$ cat config.mk
export PLATFORM = sky130hd
export DESIGN_NAME = router_ingress_port_flat
export DESIGN_NICKNAME = d
export VERILOG_FILES = /design/src/rtl/router_pkg.sv /design/src/rtl/router_ingress_port_if.sv /design/src/rtl/router_ingress_port_fifo.sv /design/src/rtl/router_ingress_port.sv /design/src/flat_wrapper.sv
export SDC_FILE = /design/constraint.sdc
export NUM_CORES = 1
export LEC_CHECK = 0
export CAP_MARGIN = 5
export CORE_ASPECT_RATIO = 0.8
export CORE_MARGIN = 5
export CORE_UTILIZATION = 50
export CTS_CLUSTER_SIZE = 30
export DETAILED_ROUTE_END_ITERATION = 10
export GPL_TIMING_DRIVEN = 0
export PLACE_DENSITY = 0.71
export SLEW_MARGIN = 20
export SYNTH_ARGS = -nofsm -noshare
export SYNTH_HDL_FRONTEND = slang
export SYNTH_HIERARCHICAL = 1
export SYNTH_SLANG_ARGS = --single-unit
$ cat constraint.sdc
create_clock -name clk -period 3.1 [get_ports clk]
set_input_delay 0.62 -clock clk [delete_from_list [all_inputs] [get_ports clk]]
set_output_delay 0.62 -clock clk [all_outputs]
set_load 0.01 [all_outputs]
$ cat src/rtl/router_pkg.sv
// Shared types for the router ingress path: packet layout, byte index and
// reassembly FSM state encoding.
package router_pkg;

  localparam int BYTES_PER_PKT = 4;

  typedef struct packed {
    logic [3:0]  source_id;
    logic [3:0]  dest_id;
    logic [23:0] data;
  } pkt_t;

  typedef logic [1:0] byte_idx_t;

  typedef enum logic [0:0] {
    IDLE = 1'b0,
    RECV = 1'b1
  } state_t;

  function automatic logic is_last_byte(input byte_idx_t idx);
    return idx == byte_idx_t'(BYTES_PER_PKT - 1);
  endfunction

endpackage

$ cat src/rtl/router_ingress_port_if.sv
// Endpoint->router byte link plus the packet stream towards the switch core.
// master = endpoint/switch side, slave = router ingress port.
interface router_ingress_port_if;

  logic               free_outbound;
  logic               put_outbound;
  logic [7:0]         payload_outbound;
  router_pkg::pkt_t   pkt_out;
  logic               pkt_out_valid;
  logic               pkt_out_ready;

  modport master (
    input  free_outbound,
    output put_outbound,
    output payload_outbound,
    input  pkt_out,
    input  pkt_out_valid,
    output pkt_out_ready
  );

  modport slave (
    output free_outbound,
    input  put_outbound,
    input  payload_outbound,
    output pkt_out,
    output pkt_out_valid,
    input  pkt_out_ready
  );

endinterface

$ cat src/rtl/router_ingress_port_fifo.sv
// Show-ahead packet FIFO: head is the registered entry at the read pointer,
// simultaneous push and pop are both honoured.
module pkt_fifo
  import router_pkg::*;
#(
  parameter int  DEPTH = 4,
  parameter type T     = pkt_t
) (
  input  logic                     clk,
  input  logic                     rst_b,
  input  logic                     push,
  input  T                         push_data,
  input  logic                     pop,
  output T                         head,
  output logic [$clog2(DEPTH):0]   count,
  output logic                     empty,
  output logic                     full
);

  localparam int AW = $clog2(DEPTH);
  localparam int CW = AW + 1;

  T              mem [DEPTH];
  logic [AW-1:0] wr_ptr;
  logic [AW-1:0] rd_ptr;
  logic          do_push;
  logic          do_pop;

  assign empty   = (count == '0);
  assign full    = (count == CW'(DEPTH));
  assign do_pop  = pop && !empty;
  // a full FIFO may still accept a write into the slot being popped
  assign do_push = push && (!full || do_pop);
  assign head    = mem[rd_ptr];

  always_ff @(posedge clk) begin
    if (do_push) mem[wr_ptr] <= push_data;
  end

  always_ff @(posedge clk or negedge rst_b) begin
    if (!rst_b) begin
      wr_ptr <= '0;
      rd_ptr <= '0;
      count  <= '0;
    end else begin
      if (do_push) wr_ptr <= wr_ptr + AW'(1);
      if (do_pop)  rd_ptr <= rd_ptr + AW'(1);
      count <= count + CW'(do_push) - CW'(do_pop);
    end
  end

  always_ff @(posedge clk) begin
    if (rst_b) assert (!(push && full && !pop));
  end

endmodule

$ cat src/rtl/router_ingress_port.sv
// Router ingress port: reassembles four link bytes into a pkt_t, buffers it
// and offers it to the switch core. Optional stall timeout: ROUTER_INGRESS_TIMEOUT_EN.
//
// state | meaning
// ------+-----------------------------------------------------------
// IDLE  | waiting for byte0; accepted only while free_outbound is 1
// RECV  | bytes 1..3 outstanding; a FIFO slot is reserved
module router_ingress_port
  import router_pkg::*;
#(
  parameter int DEPTH   = 4,
  parameter int TIMEOUT = 16
) (
  input  logic                  clk,
  input  logic                  rst_b,
  router_ingress_port_if.slave  lnk,
  output logic                  proto_err,
  output logic                  drop
);

  localparam int CW = $clog2(DEPTH) + 1;
  localparam logic [0:0] S_IDLE = 1'(IDLE);
  localparam logic [0:0] S_RECV = 1'(RECV);

  if (DEPTH < 2 || (DEPTH & (DEPTH - 1)) != 0 || TIMEOUT < 1) begin : g_bad_param
    $error("router_ingress_port: DEPTH must be a power of two >= 2, TIMEOUT >= 1");
  end

  logic [0:0]    state_q, state_d;
  byte_idx_t     idx_q, idx_d;
  logic [31:0]   asm_q;
  logic          push_pend_q, push_pend_d;
  logic          free_q, free_d;
  logic          proto_err_q;
  logic          capture;
  logic          pop;
  logic          timeout;
  logic [CW-1:0] fifo_count, count_d;
  logic          fifo_empty, fifo_full;
  pkt_t          fifo_head;
  logic [CW:0]   reserved_d;

  assign pop = !fifo_empty && lnk.pkt_out_ready;

  always_comb begin
    state_d     = state_q;
    idx_d       = idx_q;
    push_pend_d = 1'b0;
    capture     = 1'b0;
    case (state_q)
      S_IDLE: begin
        if (lnk.put_outbound && free_q) begin
          capture = 1'b1;
          state_d = S_RECV;
          idx_d   = byte_idx_t'(1);
        end
      end
      default: begin
        if (lnk.put_outbound) begin
          capture = 1'b1;
          if (is_last_byte(idx_q)) begin
            state_d     = S_IDLE;
            idx_d       = '0;
            push_pend_d = 1'b1;
          end else begin
            idx_d = idx_q + byte_idx_t'(1);
          end
        end else if (timeout) begin
          state_d = S_IDLE;
          idx_d   = '0;
        end
      end
    endcase
  end

  // The completed packet is pushed one cycle after byte3, so the pending push
  // must keep holding its slot in the reservation until the FIFO counts it.
  always_comb begin
    count_d    = fifo_count + CW'(push_pend_q) - CW'(pop);
    reserved_d = (CW+1)'(count_d) + (CW+1)'(push_pend_d) + (CW+1)'(state_d == S_RECV);
    free_d     = reserved_d < (CW+1)'(DEPTH);
  end

  always_ff @(posedge clk or negedge rst_b) begin
    if (!rst_b) begin
      state_q     <= S_IDLE;
      idx_q       <= '0;
      asm_q       <= '0;
      push_pend_q <= 1'b0;
      free_q      <= 1'b0;
      proto_err_q <= 1'b0;
    end else begin
      state_q     <= state_d;
      idx_q       <= idx_d;
      push_pend_q <= push_pend_d;
      free_q      <= free_d;
      proto_err_q <= (state_q == S_IDLE) && lnk.put_outbound && !free_q;
      if (capture) asm_q <= {asm_q[23:0], lnk.payload_outbound};
    end
  end

`ifdef ROUTER_INGRESS_TIMEOUT_EN
  localparam int TW = $clog2(TIMEOUT) + 1;

  logic [TW-1:0] stall_q;
  logic          drop_q;

  assign timeout = (state_q == S_RECV) && !lnk.put_outbound && (stall_q == '0);

  always_ff @(posedge clk or negedge rst_b) begin
    if (!rst_b) begin
      stall_q <= TW'(TIMEOUT - 1);
      drop_q  <= 1'b0;
    end else begin
      drop_q <= timeout;
      if (state_q != S_RECV || lnk.put_outbound) stall_q <= TW'(TIMEOUT - 1);
      else if (stall_q != '0)                    stall_q <= stall_q - TW'(1);
    end
  end

  assign drop = drop_q;
`else
  assign timeout = 1'b0;
  assign drop    = 1'b0;
`endif

  pkt_fifo #(
    .DEPTH (DEPTH),
    .T     (pkt_t)
  ) u_fifo (
    .clk       (clk),
    .rst_b     (rst_b),
    .push      (push_pend_q),
    .push_data (pkt_t'(asm_q)),
    .pop       (pop),
    .head      (fifo_head),
    .count     (fifo_count),
    .empty     (fifo_empty),
    .full      (fifo_full)
  );

  assign lnk.free_outbound = free_q;
  assign lnk.pkt_out_valid = !fifo_empty;
  assign lnk.pkt_out       = fifo_empty ? pkt_t'('0) : fifo_head;
  assign proto_err         = proto_err_q;

  always_ff @(posedge clk) begin
    if (rst_b) assert (!(fifo_full && free_q));
  end

endmodule

$ cat src/flat_wrapper.sv
// flat-port wrapper written by rule: the top's interface ports become plain ports
module router_ingress_port_flat import router_pkg::*;
#(
  parameter int DEPTH   = 4,
  parameter int TIMEOUT = 16
)
  (clk, rst_b, proto_err, drop, lnk_free_outbound, lnk_put_outbound, lnk_payload_outbound, lnk_pkt_out, lnk_pkt_out_valid, lnk_pkt_out_ready);
  router_ingress_port_if lnk_i ();
  input  logic clk;
  input  logic rst_b;
  output logic proto_err;
  output logic drop;
  output wire logic [$bits(lnk_i.free_outbound)-1:0] lnk_free_outbound;
  input wire logic [$bits(lnk_i.put_outbound)-1:0] lnk_put_outbound;
  input wire logic [$bits(lnk_i.payload_outbound)-1:0] lnk_payload_outbound;
  output wire logic [$bits(lnk_i.pkt_out)-1:0] lnk_pkt_out;
  output wire logic [$bits(lnk_i.pkt_out_valid)-1:0] lnk_pkt_out_valid;
  input wire logic [$bits(lnk_i.pkt_out_ready)-1:0] lnk_pkt_out_ready;
  assign lnk_free_outbound = lnk_i.free_outbound;
  assign lnk_i.put_outbound = lnk_put_outbound;
  assign lnk_i.payload_outbound = lnk_payload_outbound;
  assign lnk_pkt_out = lnk_i.pkt_out;
  assign lnk_pkt_out_valid = lnk_i.pkt_out_valid;
  assign lnk_i.pkt_out_ready = lnk_pkt_out_ready;
  router_ingress_port #(.DEPTH(DEPTH), .TIMEOUT(TIMEOUT)) u_core (.clk(clk), .rst_b(rst_b), .lnk(lnk_i), .proto_err(proto_err), .drop(drop));
endmodule
==> reports/results.txt <==
Status -> finished clean
Area after DPL -> 7740 um2
Max-cap violations -> 0
First-pass GRT wire length -> 19.8 mm
CTS Sinks -> 173
RSZ-0062 raised after global routing -> true
Reg2Reg Setup Slack -> 0.56 ns
PD cells -> 999 nW/um2
Nets@finish -> 428
Worst EP required -> 2.48 ns
Clk slew on worst S/H paths -> 0.06 ns
Die X -> 142 um
DRC -> 0
Slowest stage delay, CP -> 0.48 ns
GR Overflow Total -> 0
Die area -> 16300 um2
# hold bufs at CTS -> 0
Worst Setup Start Kind -> flop
Gate Count Post-Synth -> 335
Antenna viol nets, final -> 0
Buffer and inverter count on the worst path -> 3
CP Data Arrival Time -> 2.37 ns
Initial antenna violation count -> 0
Die Y -> 115 um
Net Count, Synth -> 358
HP Class -> input port to asynchronous set/reset pin
Synth unique cells -> 34
Top delay family on crit path -> buffers and inverters
# IOs -> 48
Minimum clock period -> 2.99 ns
CP Max Fanout -> 10
# setup viols final -> 0
Post-synth top flop -> edfxtp_1
TritonCTS Buffers -> 17
Final Non-Filler Cells -> 597
Final worst slack -> 0.108 ns
PortBufs -> 46
Final-report hold violation count -> 0
Num rows -> 38
Seq/Total Area, Yosys -> 71.7%
Kind of end point of the critical path -> output port
Area Overhead vs Synth -> 20.3%
Yosys reg bits -> 173
Drt first pass iters -> 4
Number of global-route vias before repair -> 3479
Max IR drop VDD -> 529 uV
Clock root cell -> clkbuf_16
Final period utilization -> 96.5%
1st-iter DRT viols -> 233
Design Area, Final -> 8340 um2
Min Hold Slack -> 0.171 ns
Setup Fix Bufs, Post-CTS -> 0
Normalized max-slew margin -> 62.3%
Largest net degree at the start of global routing -> 26
CTS H-tree depth -> 4
CTS tree -> built
Slowest cell on the critical path -> clkdlybuf4s50_1
CP Cell Sequence -> clkbuf_1 > buf_2 > mux4_2 > nor2b_1 > clkdlybuf4s50_1
Final Routed Wirelength -> 12.4 mm
Mean routed wirelength per cell -> 20.7 um
Diodes inserted -> 0
Final GP Congestion -> 0.723
Gr usage total -> 16.5%
Worst slew pin tran -> 0.566 ns
Fraction of layout cells with a size suffix above 1 -> 30.5%
Avg Inst Size Synth -> 20.7 um2
Starting Density -> 51.0%
Kind of critical path -> flop to output port
Post-synth EDFFs -> 128
DP Cell Count -> 566
HPWL Detailed -> 8.07 mm
Share of flip-flops with an asynchronous set or reset -> 26.0%
Syn. warnings -> 6
Core area -> 13600 um2
Placement-stage worst setup slack -> -0.189 ns
Synthesized area -> 6930 um2
Leakage power -> 0.00305 uW
Clk Latency, worst-skew pair -> 0.41 ns
Clk_skew -> 0.00667 ns
CTS max path bufs -> 2
Max Slew Vio Count -> 0
Achievable Freq -> 334 MHz
Vias per inst -> 5.36
Total number of vias -> 3200
==> flip-flops by register name, indices dropped and copies added, names as in the netlist, 2 cells and up <==
signal,count
u_core/asm_q,32
u_core/idx_q,2
u_core/u_fifo/count,3
u_core/u_fifo/mem,128
u_core/u_fifo/rd_ptr,2
u_core/u_fifo/wr_ptr,2
==> final timing paths <==
kind | cells past startpoint | endpoint | startpoint
setup reg to reg | 9 | u_core/u_fifo/count[2]$_DFF_PN0_ | u_core/u_fifo/count[2]$_DFF_PN0_
min in group clk | 1 | u_core/idx_q[1]$_DFFE_PN0P_ | u_core/idx_q[1]$_DFFE_PN0P_
hold / removal | 1 | u_core/asm_q[15]$_DFFE_PN0P_ | rst_b
setup / recovery | 5 | lnk_pkt_out[14] | u_core/u_fifo/rd_ptr[1]$_DFFE_PN0N_
max in group asynchronous | 2 | u_core/asm_q[18]$_DFFE_PN0P_ | rst_b
hold reg to reg | 1 | u_core/idx_q[1]$_DFFE_PN0P_ | u_core/idx_q[1]$_DFFE_PN0P_
==> layout make-up <==
type,instances,area (um2)
Buffer,16,131
Clock buffer,17,425
Clock inverter,14,158
Fill cell,983,5260
Inverter,9,33.8
Multi-Input combinational cell,137,1820
Sequential cell,173,4970
Tap cell,180,225
Timing Repair Buffer,51,578
==> synthesized netlist by cell type (all sizes together), types with 2 or more instances <==
cell / n / share of area [%]
a21bo: 2 / 0.29
and2: 4 / 0.36
buf: 12 / 1.6
clkbuf: 4 / 0.22
dfrtp: 45 / 16
edfxtp: 128 / 55
fa: 2 / 0.58
ha: 9 / 1.6
inv: 9 / 0.49
mux2: 33 / 6.9
mux4: 32 / 10
nor2: 2 / 0.11
nor2b: 33 / 3.0
nor3b: 2 / 0.38
o21ai: 2 / 0.31
xnor2: 4 / 0.51
==> placed cells by master (no fill, tap or decap), types with 2 or more instances in the layout <==
cell type        count
buf_16               3
clkbuf_16           17
edfxtp_1           128
buf_2                4
clkbuf_2             3
clkinvlp_4           3
bufinv_16            2
nor2_1               2
clkinv_4             2
buf_12               2
and2_2               4
mux2_2               4
dfrtp_1             45
buf_6                8
clkdlybuf4s50_1     45
mux2_4              29
inv_6                6
nor2b_1             33
inv_1                9
mux4_2              32
fa_1                 2
ha_1                 9
xnor2_1              4
==> per-stage QoR <==
| stage | power [uW] | setup TNS [ns] | util [%] |
|---|---|---|---|
| after floorplan | 5190 | 0 | - |
| after global placement | 6200 | -59.65 | 56.0 |
| after detailed placement | 6320 | -1.81 | 56.9 |
| after CTS | 8440 | 0 | 61.3 |
| after global routing | 8780 | -0.663 | 61.3 |
| final | 8330 | 0 | 61.3 |
==> per-layer routing <==
layer	routed length, um	GRT usage (%)	share of wire, %	vias up
li1	-	-	-	1432
met2	6090	26.9	49	70
met1	5650	22.6	46	1685
met4	135	4.80	1.1	0
met5	0	0	0	-
met3	480	3.74	3.9	13
==> kinds of logic after synthesis <==
| group | after synthesis | share of synthesized area [%] |
|---|---|---|
| AO/OA/AOI/OAI | 10 | 1.39 |
| other | 1 | 0.0541 |
| adder cells (fa/ha/maj) | 11 | 2.20 |
| multiplexers | 65 | 17.3 |
| AND/OR/NAND/NOR | 44 | 4.08 |
| XOR/XNOR | 6 | 0.956 |
| buffers and inverters | 25 | 2.33 |
| flip-flops | 173 | 71.7 |
==> power by group <==
part | switching [uW] | internal (uW) | leakage (uW) | total [uW]
logic | 1100 | 1620 | 0.00109 | 2710
clock network | 896 | 1200 | 0.000278 | 2090
registers | 417 | 3110 | 0.00168 | 3520
total | 2410 | 5920 | 0.00305 | 8330
==> repair_timing <==
item                       4_1_cts  5_1_grt
resized for setup                5        0
setup endpoints to repair       34       24
pin swaps                        0        1
No activity file was read; power rests on OpenSTA's default activity.
